==> src/rtl/fm_discriminator.sv <==
// rtl/fm_discriminator.sv - conjugate-product FM discriminator feeding the sample averager
//
// Computes y[n] = I[n-1]*Q[n] - Q[n-1]*I[n], arithmetic-shifted right by SHIFT
// and reduced to WIDTH bits. One output per accepted I/Q pair, except for the
// priming pair after reset or after start_i drops. Latency: accept edge k,
// valid_o high after edge k+2.
//
// Build option: FM_DISC_SAT_EN - when defined the shifted result saturates to
// the signed WIDTH-bit range; otherwise the low WIDTH bits are kept (wrap).
//
// Ports:
//   clk      - clock, rising edge
//   rst      - asynchronous reset, active low
//   start_i  - enable; samples are accepted only while high
//   valid_i  - I/Q sample strobe
//   i_i      - in-phase sample, signed WIDTH
//   q_i      - quadrature sample, signed WIDTH
//   data_o   - discriminator output, signed WIDTH; holds between strobes
//   valid_o  - one-cycle strobe qualifying data_o

module fm_discriminator #(
  parameter int WIDTH = 16,
  parameter int SHIFT = 15
) (
  input  logic             clk,
  input  logic             rst,
  input  logic             start_i,
  input  logic             valid_i,
  input  logic [WIDTH-1:0] i_i,
  input  logic [WIDTH-1:0] q_i,
  output logic [WIDTH-1:0] data_o,
  output logic             valid_o
);

  localparam int PW = 2 * WIDTH;

  logic                 accept;
  logic [WIDTH-1:0]     i_d;
  logic [WIDTH-1:0]     q_d;
  logic                 primed;

  logic signed [PW-1:0] i_d_x;
  logic signed [PW-1:0] q_d_x;
  logic signed [PW-1:0] i_x;
  logic signed [PW-1:0] q_x;
  logic signed [PW-1:0] p1_c;
  logic signed [PW-1:0] p2_c;

  logic signed [PW-1:0] p1;
  logic signed [PW-1:0] p2;
  logic                 s1_valid;

  logic signed [PW:0]   diff_c;
  logic signed [PW:0]   diff;
  logic                 s2_valid;

  logic signed [PW:0]   sh_c;
  logic [WIDTH-1:0]     out_c;

  assign accept = start_i & valid_i;

  // Operands are sign-extended to the full product width so the multiply is
  // done at 2*WIDTH bits; the -2^(W-1) * -2^(W-1) corner still fits.
  assign i_d_x = {{WIDTH{i_d[WIDTH-1]}}, i_d};
  assign q_d_x = {{WIDTH{q_d[WIDTH-1]}}, q_d};
  assign i_x   = {{WIDTH{i_i[WIDTH-1]}}, i_i};
  assign q_x   = {{WIDTH{q_i[WIDTH-1]}}, q_i};
  assign p1_c  = i_d_x * q_x;
  assign p2_c  = q_d_x * i_x;

  // One extra bit makes the difference of two full-range products exact.
  assign diff_c = {p1[PW-1], p1} - {p2[PW-1], p2};
  assign sh_c   = diff >>> SHIFT;

`ifdef FM_DISC_SAT_EN
  logic sh_in_range;

  // In range when every bit above the output sign bit matches it.
  assign sh_in_range = (&sh_c[PW:WIDTH-1]) | ~(|sh_c[PW:WIDTH-1]);

  always_comb begin
    out_c = sh_c[WIDTH-1:0];
    if (!sh_in_range) begin
      out_c = sh_c[PW] ? {1'b1, {(WIDTH-1){1'b0}}} : {1'b0, {(WIDTH-1){1'b1}}};
    end
  end
`else
  logic unused_sh_hi;

  assign unused_sh_hi = ^sh_c[PW:WIDTH];
  assign out_c        = sh_c[WIDTH-1:0];
`endif

  always_ff @(posedge clk or negedge rst) begin
    if (!rst) begin
      i_d      <= '0;
      q_d      <= '0;
      primed   <= 1'b0;
      p1       <= '0;
      p2       <= '0;
      s1_valid <= 1'b0;
      diff     <= '0;
      s2_valid <= 1'b0;
      data_o   <= '0;
      valid_o  <= 1'b0;
    end else begin
      if (accept) begin
        i_d <= i_i;
        q_d <= q_i;
        p1  <= p1_c;
        p2  <= p2_c;
      end

      // Any cycle with start_i low forgets history, so the next accepted
      // sample after resume only primes.
      if (!start_i) begin
        primed <= 1'b0;
      end else if (valid_i) begin
        primed <= 1'b1;
      end

      // Stages already holding results keep draining while start_i is low.
      s1_valid <= accept & primed;

      diff     <= diff_c;
      s2_valid <= s1_valid;

      valid_o  <= s2_valid;
      if (s2_valid) begin
        data_o <= out_c;
      end
    end
  end

endmodule

==> config.mk <==
export PLATFORM = sky130hd
export DESIGN_NAME = fm_discriminator
export DESIGN_NICKNAME = d
export VERILOG_FILES = /design/src/rtl/fm_discriminator.sv
export SDC_FILE = /design/constraint.sdc
export NUM_CORES = 2
export LEC_CHECK = 0
export CAP_MARGIN = 25
export CORE_MARGIN = 4
export CORE_UTILIZATION = 35
export CTS_CLUSTER_DIAMETER = 80
export DETAILED_ROUTE_END_ITERATION = 6
export SLEW_MARGIN = 20
export SYNTH_ARGS = -nofsm -noshare
export SYNTH_HDL_FRONTEND = slang
export SYNTH_SLANG_ARGS = --single-unit
==> constraint.sdc <==
create_clock -name clk -period 6.53 [get_ports clk]
set_clock_uncertainty 0.2 [all_clocks]
set_input_delay 0.653 -clock clk [delete_from_list [all_inputs] [get_ports clk]]
set_output_delay 0.653 -clock clk [all_outputs]
set_load 0.01 [all_outputs]
==> metrics.txt <==
clk_lat worst skew=0.43 ns; cells after synthesis=2568; Period minus WS final=6.50 ns; IO Count=53; Pre-Repair DR Iteration Count=5; Max Slew Vio Count=0; Synthesis Warnings=0; layout cell share with drive strength beyond 1=18.7%; slowest stage delay, CP=0.56 ns; Hold Slack=0.151 ns; H-tree depth=4; total wire length=62.2 mm; CTS tree=done; Clock Tree Buf Depth=2; most frequent CP cell=fa_1; Post-route DRC=0; Post-synth EDFFs=0; crit-path max FO=5; vias in the first global route=18.9k; CTS Sinks=130; Slew headroom=41.7%; syn nets=3305; Starting Density=35.6%; non-filler instance count after layout=3830; DR WL/cell=16.2 um; Worst path slowest cell=fa_1; core area=69100 um^2; Clk pin slew, worst setup/hold paths=0.06 ns; crit path cell chain=buf_2 -> and2_1 -> fa_1 -> inv_1 -> fa_1 -> fa_1 -> inv_1 -> fa_1 -> fa_1 -> inv_1 -> fa_1 -> inv_1 -> ha_4 -> a21oi_4 -> o22ai_1 -> a311o_2 -> a21o_1 -> a311o_1 -> o311a_1 -> or3_1 -> a41oi_2; area leader, netlist=fa_1; DRT iter0 DRCs=995; fillers=6677; Startpoint Class=flop; Unique masters post-synth=53; Placer Congestion=0.856; critical path class=flop to flop; critical path required time=6.67 ns; count of final setup violators=0; Util after Layout=43.2%; period utilisation layout=99.6%; die area=74500 um^2; Final ANT Viol Nets=0; cts bufs inserted=17; Slew @ Worst Pin=0.875 ns; main flop type after synthesis=dfrtp_1; crit end category=flop; top cells by area, synth=fa_1 42%, dfrtp_1 13%, ha_1 9.6%; asr flop ratio synth=100%; first-pass GRT wire length=103 mm; vias per cell=4.63; grt ovf=0; post-route cell area=29800 um^2; Fmax=154 MHz; Synth Area per Inst=9.56 um^2; Max Cap Viol=0; Nets=3621; Seq/Total Area, Yosys=13.2%; status=finished clean; Seq cells post-synth=130; Die Height=273 um; port bufs=52; Layout area overhead=21.4%; Crit path arrival time=6.65 ns; post-placement cell area=28400 um^2; via count=17.7k; final hold viol count=0; initial antenna violation count=2; GRT Util Overall=17.3%; largest net degree at the start of global routing=97; FP Rows=96; RSZ-0062 raised after global routing=true; area share of the largest cell type after synthesis=41.7%; CTS root buf=clkbuf_16; DP Wirelength=52.8 mm; cell count after placement=3758; Cell Area, Synth=24600 um^2; DIE WIDTH=273 um; Hold Path Class=flop to flop
## placed cells by master, fill, tap and decap left out, drive strengths merged, types with 9 or more instances in the layout
cell             n
o21ai           76
ha             189
o21bai          10
a21o            23
buf            336
clkdlybuf4s50   25
dlymetal6s2s    16
nand2b          22
nand2          331
mux2            56
nor2            46
xor2            36
and3             9
xnor2           51
inv            596
nand3           21
fa             512
dfrtp          130
a21oi           54
and2           236
clkbuf          23
## cells by family (layout without fill, tap and decap cells)
kind of cell / Yosys count / in the layout / share of synthesized area (%)
adders and majority gates: 701 / 701 / 51.4
and+or+nand+nor: 688 / 688 / 13.6
buffers and inverters: 682 / 1011 / 10.4
AOI/OAI and AO/OA: 224 / 224 / 5.69
DFF: 130 / 130 / 13.2
xor gates and xnor gates: 87 / 87 / 3.10
muxes: 56 / 56 / 2.57
other: 0 / 2 / 0
## final timing paths
path | slack [ns] | depth (start not counted) | start | end
worst max-delay path | 0.03 | 21 | q_d[7]$_DFFE_PN0P_ | p2[30]$_DFFE_PN0P_
worst min-delay path | 0.15 | 0 | s1_valid$_DFF_PN0_ | s2_valid$_DFF_PN0_
max in group asynchronous | 4.50 | 4 | rst | q_d[10]$_DFFE_PN0P_
min in group asynchronous | 0.56 | 2 | rst | data_o[1]$_DFFE_PN0P_
worst min register to register | 0.15 | 0 | s1_valid$_DFF_PN0_ | s2_valid$_DFF_PN0_
worst max register to register | 0.03 | 21 | q_d[7]$_DFFE_PN0P_ | p2[30]$_DFFE_PN0P_
## cell usage after synthesis (all sizes together) (5+ instances only)
cell type	number
a31oi	6
xor2	36
nor2	46
nand2b	22
or3	5
dfrtp	130
and3	9
mux2	56
a21oi	54
a21o	23
o21ai	76
a211oi	8
o21bai	10
clkbuf	90
fa	512
ha	189
o31ai	5
o21a	8
nand3	21
and2	236
xnor2	51
inv	590
nand2	331
o211ai	5
## critical path, delay by kind of cell, from the launching register on
family	cells	cell delay, ns
AO/OA/AOI/OAI	7	1.61
adder cells (fa/ha/maj)	7	3.18
buffers and inverters	5	0.42
flip-flops	1	0.44
AND/OR/NAND/NOR	2	0.57
## per-layer routing
| metal | vias to the layer above | part of all wire, % | global-route usage [%] |
|---|---|---|---|
| met5 | - | 0 | 0 |
| met4 | 0 | 1.2 | 2.80 |
| met3 | 44 | 4.4 | 2.66 |
| met2 | 361 | 45 | 27.9 |
| met1 | 9024 | 49 | 25.3 |
| li1 | 8317 | - | - |
## repair_timing
action,4_1_cts,5_1_grt
pin swaps,43,81
endpoints found under the hold margin,41,0
gates resized for setup,48,118
setup buffers,10,19
setup endpoints to repair,8,19
hold buffers,1,0
gates cloned,2,5
## sequential cells by signal, indices dropped and copies added (netlist names)
| name | count |
|---|---|
| s1_valid | 1 |
| valid_o | 1 |
| s2_valid | 1 |
| data_o | 16 |
| i_d | 16 |
| diff | 16 |
| p2 | 31 |
| p1 | 31 |
| primed | 1 |
| q_d | 16 |
## final cells by class
| type | instances | area, um^2 | share of cell area, % |
|---|---|---|---|
| Sequential cell | 130 | 3280 | 11.0 |
| Timing Repair Buffer | 389 | 3350 | 11.3 |
| Antenna cell | 2 | 5.00 | 0.0168 |
| Inverter | 590 | 2220 | 7.44 |
| Clock buffer | 17 | 425 | 1.43 |
| Multi-Input combinational cell | 1756 | 19200 | 64.3 |
| Clock inverter | 15 | 195 | 0.655 |
| Tap cell | 931 | 1160 | 3.91 |
## stage by stage
step | setup TNS [ns] | setup slack (ns)
floorplan | -0.0104 | -0.0104
global route | -0.245 | -0.161
detailed placement | -9.75 | -0.668
finish | 0 | 0.0280
CTS | -0.245 | -0.121
global placement | -8.91 | -0.643
Power is not shown: default switching activity piles up to over one toggle a cycle in this logic, so the estimate is an artifact.
